[config.mk]
export PLATFORM = sky130hd
export DESIGN_NAME = mult_div_unit_flat
export DESIGN_NICKNAME = d
export VERILOG_FILES = /design/src/rtl/mult_div_unit_if.sv /design/src/rtl/mult_div_unit.sv /design/src/flat_wrapper.sv
export SDC_FILE = /design/constraint.sdc
export NUM_CORES = 1
export LEC_CHECK = 0
export ABC_AREA = 0
export CAP_MARGIN = 20
export CORE_MARGIN = 3
export CORE_UTILIZATION = 44
export CTS_BUF_LIST = sky130_fd_sc_hd__clkbuf_16
export DETAILED_ROUTE_END_ITERATION = 10
export GPL_ROUTABILITY_DRIVEN = 0
export PLACE_DENSITY = 0.67
export SYNTH_ARGS = -nofsm -noshare
export SYNTH_HDL_FRONTEND = slang
export SYNTH_SLANG_ARGS = --single-unit
[constraint.sdc]
create_clock -name clk -period 4.75 [get_ports clk]
set_input_delay 0.475 -clock clk [delete_from_list [all_inputs] [get_ports clk]]
set_output_delay 0.475 -clock clk [all_outputs]
set_load 0.01 [all_outputs]
[src/rtl/mult_div_unit_if.sv]
`default_nettype none
// ============================================================================
// mult_div_unit_if : operand/result bundle between the EX stage and the MDU
// Revision 1.0 - initial release
// ============================================================================
interface mult_div_unit_if #(
   parameter int WIDTH = 32
);
   logic                 start;
   logic [1:0]           op;
   logic [WIDTH-1:0]     rs;
   logic [WIDTH-1:0]     rt;
   logic                 flush;
   logic                 busy;
   logic                 RegWrite;
   logic [2*WIDTH-1:0]   WriteData;
   logic                 div_by_zero;

   modport master (
      output start, op, rs, rt, flush,
      input  busy, RegWrite, WriteData, div_by_zero
   );

   modport slave (
      input  start, op, rs, rt, flush,
      output busy, RegWrite, WriteData, div_by_zero
   );
endinterface
`default_nettype wire

[src/rtl/mult_div_unit.sv]
`default_nettype none
// ============================================================================
// mult_div_unit : iterative radix-2 MULT/MULTU/DIV/DIVU producing {HI,LO}
// MDU_SIGNED_EN : when defined, op[0] selects signed MULT/DIV
// Revision 1.0 - initial release
// ============================================================================
module mult_div_unit #(
   parameter int WIDTH = 32
) (
   input  wire              clk,
   input  wire              rst,
   mult_div_unit_if.slave   bus
);
   localparam int CNT_W = $clog2(WIDTH) + 1;
`ifdef MDU_SIGNED_EN
   localparam bit C_SIGNED_EN = 1'b1;
`else
   localparam bit C_SIGNED_EN = 1'b0;
`endif

   typedef enum logic [1:0] {
      S_IDLE = 2'd0,
      S_CALC = 2'd1,
      S_FIX  = 2'd2,
      S_DONE = 2'd3
   } state_t;

   state_t               state_q, state_d;
   logic [2*WIDTH-1:0]   acc_q, acc_d;
   logic [2*WIDTH-1:0]   wd_q, wd_d;
   logic [WIDTH-1:0]     b_q, b_d;
   logic [CNT_W-1:0]     cnt_q, cnt_d;
   logic                 is_div_q, is_div_d;
   logic                 neg_hi_q, neg_hi_d;
   logic                 neg_lo_q, neg_lo_d;
   logic                 dbz_q, dbz_d;

   logic                 w_signed;
   logic                 w_rs_neg, w_rt_neg;
   logic [WIDTH-1:0]     w_rs_mag, w_rt_mag;
   logic [WIDTH:0]       w_sum, w_shift, w_diff;
   logic [WIDTH-1:0]     w_hi, w_lo;
   logic [2*WIDTH-1:0]   w_fixed;

   assign w_signed = bus.op[0] & C_SIGNED_EN;
   assign w_rs_neg = w_signed & bus.rs[WIDTH-1];
   assign w_rt_neg = w_signed & bus.rt[WIDTH-1];
   assign w_rs_mag = w_rs_neg ? -bus.rs : bus.rs;
   assign w_rt_mag = w_rt_neg ? -bus.rt : bus.rt;

   // acc holds {HI,LO}: product bits for multiply, {remainder,quotient} for divide
   assign w_hi    = acc_q[2*WIDTH-1:WIDTH];
   assign w_lo    = acc_q[WIDTH-1:0];
   assign w_sum   = {1'b0, w_hi} + (w_lo[0] ? {1'b0, b_q} : '0);
   assign w_shift = {w_hi, w_lo[WIDTH-1]};
   assign w_diff  = w_shift - {1'b0, b_q};

   always_comb begin
      w_fixed = acc_q;
      if (is_div_q) begin
         w_fixed[2*WIDTH-1:WIDTH] = neg_hi_q ? -w_hi : w_hi;
         w_fixed[WIDTH-1:0]       = neg_lo_q ? -w_lo : w_lo;
      end else if (neg_lo_q) begin
         w_fixed = -acc_q;
      end
   end

   always_comb begin
      state_d  = state_q;
      acc_d    = acc_q;
      wd_d     = wd_q;
      b_d      = b_q;
      cnt_d    = cnt_q;
      is_div_d = is_div_q;
      neg_hi_d = neg_hi_q;
      neg_lo_d = neg_lo_q;
      dbz_d    = dbz_q;
      case (state_q)
         S_IDLE: begin
            if (bus.start && !bus.flush) begin
               if (bus.op[1] && (bus.rt == '0)) begin
                  wd_d    = {bus.rs, {WIDTH{1'b1}}};
                  dbz_d   = 1'b1;
                  state_d = S_DONE;
               end else begin
                  is_div_d = bus.op[1];
                  neg_lo_d = w_rs_neg ^ w_rt_neg;
                  neg_hi_d = w_rs_neg;
                  acc_d    = {{WIDTH{1'b0}}, (bus.op[1] ? w_rs_mag : w_rt_mag)};
                  b_d      = bus.op[1] ? w_rt_mag : w_rs_mag;
                  cnt_d    = CNT_W'(WIDTH);
                  dbz_d    = 1'b0;
                  state_d  = S_CALC;
               end
            end
         end
         S_CALC: begin
            if (bus.flush) begin
               state_d = S_IDLE;
            end else begin
               if (!is_div_q)
                  acc_d = {w_sum, w_lo[WIDTH-1:1]};
               else if (w_diff[WIDTH])
                  acc_d = {w_shift[WIDTH-1:0], w_lo[WIDTH-2:0], 1'b0};
               else
                  acc_d = {w_diff[WIDTH-1:0], w_lo[WIDTH-2:0], 1'b1};
               cnt_d = cnt_q - 1'b1;
               if (cnt_q == CNT_W'(1))
                  state_d = S_FIX;
            end
         end
         S_FIX: begin
            if (bus.flush) begin
               state_d = S_IDLE;
            end else begin
               wd_d    = w_fixed;
               state_d = S_DONE;
            end
         end
         default: state_d = S_IDLE;
      endcase
   end

   always_ff @(posedge clk or negedge rst) begin
      if (!rst) begin
         state_q  <= S_IDLE;
         acc_q    <= '0;
         wd_q     <= '0;
         b_q      <= '0;
         cnt_q    <= '0;
         is_div_q <= 1'b0;
         neg_hi_q <= 1'b0;
         neg_lo_q <= 1'b0;
         dbz_q    <= 1'b0;
      end else begin
         state_q  <= state_d;
         acc_q    <= acc_d;
         wd_q     <= wd_d;
         b_q      <= b_d;
         cnt_q    <= cnt_d;
         is_div_q <= is_div_d;
         neg_hi_q <= neg_hi_d;
         neg_lo_q <= neg_lo_d;
         dbz_q    <= dbz_d;
      end
   end

   assign bus.busy        = (state_q != S_IDLE);
   assign bus.RegWrite    = (state_q == S_DONE);
   assign bus.WriteData   = wd_q;
   assign bus.div_by_zero = dbz_q & (state_q == S_DONE);
endmodule
`default_nettype wire

[src/flat_wrapper.sv]
// flat-port wrapper written by rule: the top's interface ports become plain ports
module mult_div_unit_flat 
#(
   parameter int WIDTH = 32
)
  (clk, rst, bus_start, bus_op, bus_rs, bus_rt, bus_flush, bus_busy, bus_RegWrite, bus_WriteData, bus_div_by_zero);
  mult_div_unit_if #(.WIDTH(WIDTH)) bus_i ();
  input  wire clk;
  input  wire rst;
  input wire logic [$bits(bus_i.start)-1:0] bus_start;
  input wire logic [$bits(bus_i.op)-1:0] bus_op;
  input wire logic [$bits(bus_i.rs)-1:0] bus_rs;
  input wire logic [$bits(bus_i.rt)-1:0] bus_rt;
  input wire logic [$bits(bus_i.flush)-1:0] bus_flush;
  output wire logic [$bits(bus_i.busy)-1:0] bus_busy;
  output wire logic [$bits(bus_i.RegWrite)-1:0] bus_RegWrite;
  output wire logic [$bits(bus_i.WriteData)-1:0] bus_WriteData;
  output wire logic [$bits(bus_i.div_by_zero)-1:0] bus_div_by_zero;
  assign bus_i.start = bus_start;
  assign bus_i.op = bus_op;
  assign bus_i.rs = bus_rs;
  assign bus_i.rt = bus_rt;
  assign bus_i.flush = bus_flush;
  assign bus_busy = bus_i.busy;
  assign bus_RegWrite = bus_i.RegWrite;
  assign bus_WriteData = bus_i.WriteData;
  assign bus_div_by_zero = bus_i.div_by_zero;
  mult_div_unit #(.WIDTH(WIDTH)) u_core (.clk(clk), .rst(rst), .bus(bus_i));
endmodule
==> flow_results.org <==
** Power
- Standby leakage power :: ~6.6 nW
- The share of total power dissipated in combinational logic is a little over half.
- Sequential cells burn 29.5% of the power.
- In this run switching power makes up 44.67% of total power.
- Power density normalized to cell area :: 633.8 nW/um2
- Clock share of power :: 16.6%
- Worst vdd ir :: approximately 0.33 mV
- Switching power summed over all nets :: 4.146 mW
- Internal power consumption :: 5.135 mW

** Drt
- DRT iter0 DRCs :: 890
- Average via count per standard cell :: 5.675
- Routed wire length :: about 37,000 um
- In the final routed layout, each cell accounts on average for 19.24 um.
- Final routed DRC violation total :: 0
- The routed layout has 10,960 vias.
- First-pass iteration count of the detailed router :: 5
- The count of nets left with antenna violations once routing finished came out at 0.

** Synthesis
- Of all cell types, the one taking the most synthesized area is dfrtp_1.
- Syn nets :: 1,580
- Top cell type's share of synthesized area :: 34.97%
- Synthesis produced a netlist whose cell count is approximately 1,400.
- Averaged over all synthesized cells, the footprint is 8.437 um2.
- Of the synthesized area, sequential elements account for 34.97%.
- Number of warnings issued by yosys :: 0
- Cell variety after synth :: between 60 and 70
- In the synthesized netlist the dominant register cell turns out to be dfrtp_1.
- Sorting the synthesized cells by area gives the leading types as dfrtp_1, mux2i_1, o21ai_0, ha_1, nand2_1.
- Count of flip-flops with a built-in enable after synthesis :: 0
- In this run the cell area of the synthesized design comes to 12,170 um2.
- Synthesis inferred 170 register bits.
- Fraction of synthesis flops using an asynchronous set or reset pin :: 100.0%

** Floorplanning
- The initial utilization of the core area, before any placement, comes to 44.89%.
- The die covers 29,680 um2.
- From bottom edge to top edge, the die measures between 150 and 200 um.
- After floorplanning, the core was divided into 60 placement rows.
- Boundary pin count :: 137
- Die X-Extent :: 172.3 um
- Total core area :: 27,100 um2

** Clock tree
- TritonCTS built the clock tree.
- Number of hold buffers added after CTS :: 0
- Resized Gates After CTS :: 0
- In this run the post-CTS setup repair buffer count came out at 0.
- Clock tree synthesis inserted a total of 17 buffers.
- Clock-pin slew was measured on the worst setup and hold paths at roughly 0.080 ns.
- Sinks on Clock Net :: 170
- CTS built an H-tree with a depth of 4.
- Clock latency on the worst-skew pair, taken at its later pin, is 0.44 ns.
- The longest clock path from root to sink contains 2 buffers.
- The tree is rooted in a clkbuf_16.

** Global route
- Initial antenna violation count :: 0
- Number of global-route vias before repair :: 10,690
- Pin count of the biggest net entering global routing :: 87
- Global routing used 24.95% of the available tracks across all layers.
- Total overflow reported by the global router :: 0
- The first global-routing pass estimated 58,500 um of wire.

** Timing
- The final count of pins violating max slew was 0.
- The tightest hold path in the finished design has a slack of 0.08210 ns.
- At the pin with the least slew margin, the transition time is 1.060 ns.
- Between clock sinks in the finished design, the worst skew comes to 0.01181 ns.
- Post-layout min period :: 4.049 ns
- For the final routed database, the setup TNS stands at 0 ns.
- Max Freq :: ~0.25 GHz
- Slack of the critical path :: 0.7008 ns
- Rel. slew slack :: 28.43%
- In the finished design, the share of the clock period the worst path needs comes to 85.25%.
- Setup violations remaining at the end of the flow were counted as 0.
- Final hold violations :: 0
- Setup repair after global routing left no endpoint under its margin.

** Critical path
- Data on the critical path arrives at its endpoint at approximately 4.4 ns.
- Along the worst path, the maximum fanout reaches 15.
- STA puts the critical path data required time at 5.07 ns.
- Worst Setup Path Type :: register to register
- Counting cells, the worst reg-to-reg path comes to 12.
- STA classifies the critical path startpoint as a register.
- Critical path endpoint category :: register

** Placement
- Before CTS, the worst setup slack after placement is 0.8135 ns.
- Port buffering added 135 buffers.
- Half-perimeter wire length after detailed placement :: 27,460 um

** Outcome
- The run finished with clean final reports.

** Min path
- The tightest min-delay check is of the input port to async pin type.

** Layout
- From synthesis to final layout, the design area changed by 20.36%.
- Count of inserted antenna diode cells :: 0
- For this run, the share of the core covered by cells in the final layout is 54.04%.
- Commonest non-fill, non-tap cell in the layout :: nand2_1
- Share of final-layout standard cells stronger than drive strength 1 :: 7.056%
- For this run, the post-layout net count is 1,684.
- Highest-count cells in the layout ignoring fill and taps :: nand2_1, o21ai_0, dfrtp_1, clkdlybuf4s50_1

** Flow run
- Max-cap violations :: 0
sequential cells by signal (all words and copies together), names as in the netlist:
register              flops
u_core.is_div_q           1
u_core.bus.WriteData     64
u_core.state_q            2
u_core.dbz_q              1
u_core.cnt_q              6
u_core.acc_q             64
u_core.b_q               32
critical path, stage by stage (launching register included):
cell and delay, ns:
dfrtp_1 0.68, nand2_1 0.17, inv_1 0.10, ha_1 0.24, a211oi_1 0.35, o21ai_0 0.20
a21oi_1 0.38, o21ai_0 0.33, a2111oi_2 0.64, o32ai_1 0.21, a21oi_1 0.22, xnor2_1 0.09
a221o_1 0.32
synthesized netlist by cell type, types with 3 or more instances:
master,number
clkbuf_1,65
a211oi_1,8
and3_1,10
and2_1,34
xnor2_1,32
xor2_1,24
nor3_1,12
o31a_1,3
o21bai_1,11
nor2_1,127
inv_1,58
nand2b_1,13
nand3b_1,3
nor4_1,8
o21a_1,7
dfrtp_1,170
and4_1,3
buf_2,5
o221ai_1,6
o311ai_0,3
nand4_1,9
nor2b_1,7
nand2_1,172
a32oi_1,7
mux2_2,31
mux2i_1,110
o21ai_0,171
o211ai_1,14
a21oi_1,124
o31ai_1,8
buf_1,9
a22o_1,3
a31oi_1,7
ha_1,66
a21o_1,26
nand3_1,22
o22ai_1,5
a22oi_1,14
or3_1,4
through the flow:
stage	area, um2	power [mW]	cells
floorplan	12170	5.951	1442
global placement	13960	7.587	1898
detailed placement	13990	7.686	1899
CTS	14640	9.273	1931
global route	14640	9.997	1931
finish	14640	9.281	1931
logic make-up after synthesis:
kind of cell / share of synthesized area [%]
AOI/OAI and AO/OA: 21.90
and+or+nand+nor: 15.79
DFF: 34.97
muxes: 11.92
buffers and inverters: 4.278
adders and majority gates: 7.116
xor gates and xnor gates: 4.031
per-layer routing:
metal | routed length, um | vias up | track usage (%)
li1 | - | 5353 | -
met1 | 17770 | 5225 | 36.56
met2 | 16630 | 331 | 38.37
met3 | 1931 | 49 | 3.841
met4 | 816 | 0 | 7.046
met5 | 0 | - | 0
worst paths after layout:
kind	end	from	slack (ns)
min in group clk	u_core.bus.WriteData[58]	u_core.bus.WriteData[58]	0.48
worst max-delay path	u_core.acc_q[62]	u_core.acc_q[0]	0.70
worst min register to register	u_core.bus.WriteData[58]	u_core.bus.WriteData[58]	0.48
worst max register to register	u_core.acc_q[62]	u_core.acc_q[0]	0.70
worst min-delay path	u_core.bus.WriteData[24]	rst	0.08
max in group asynchronous	u_core.acc_q[29]	rst	3.51
power by group through the flow:
stage / clock network, mW / logic [mW] / registers, mW
final: 1.54 / 5.00 / 2.74
after global routing: 1.61 / 5.55 / 2.83
after CTS: 1.56 / 4.98 / 2.73
after detailed placement: 0 / 4.93 / 2.75
after global placement: 0 / 4.84 / 2.74
after floorplan: 0 / 3.30 / 2.65
area by class of cell:
type | instances | area [um2]
well taps | 372 | 465.4
repair buffers | 164 | 1613
clock inverters | 15 | 229.0
inverters | 58 | 217.7
clock buffers | 17 | 425.4
flip-flops and latches | 170 | 4255
multi-input cells | 1135 | 7438
fillers | 2558 | 12460
Power figures use the tool's default switching activity.
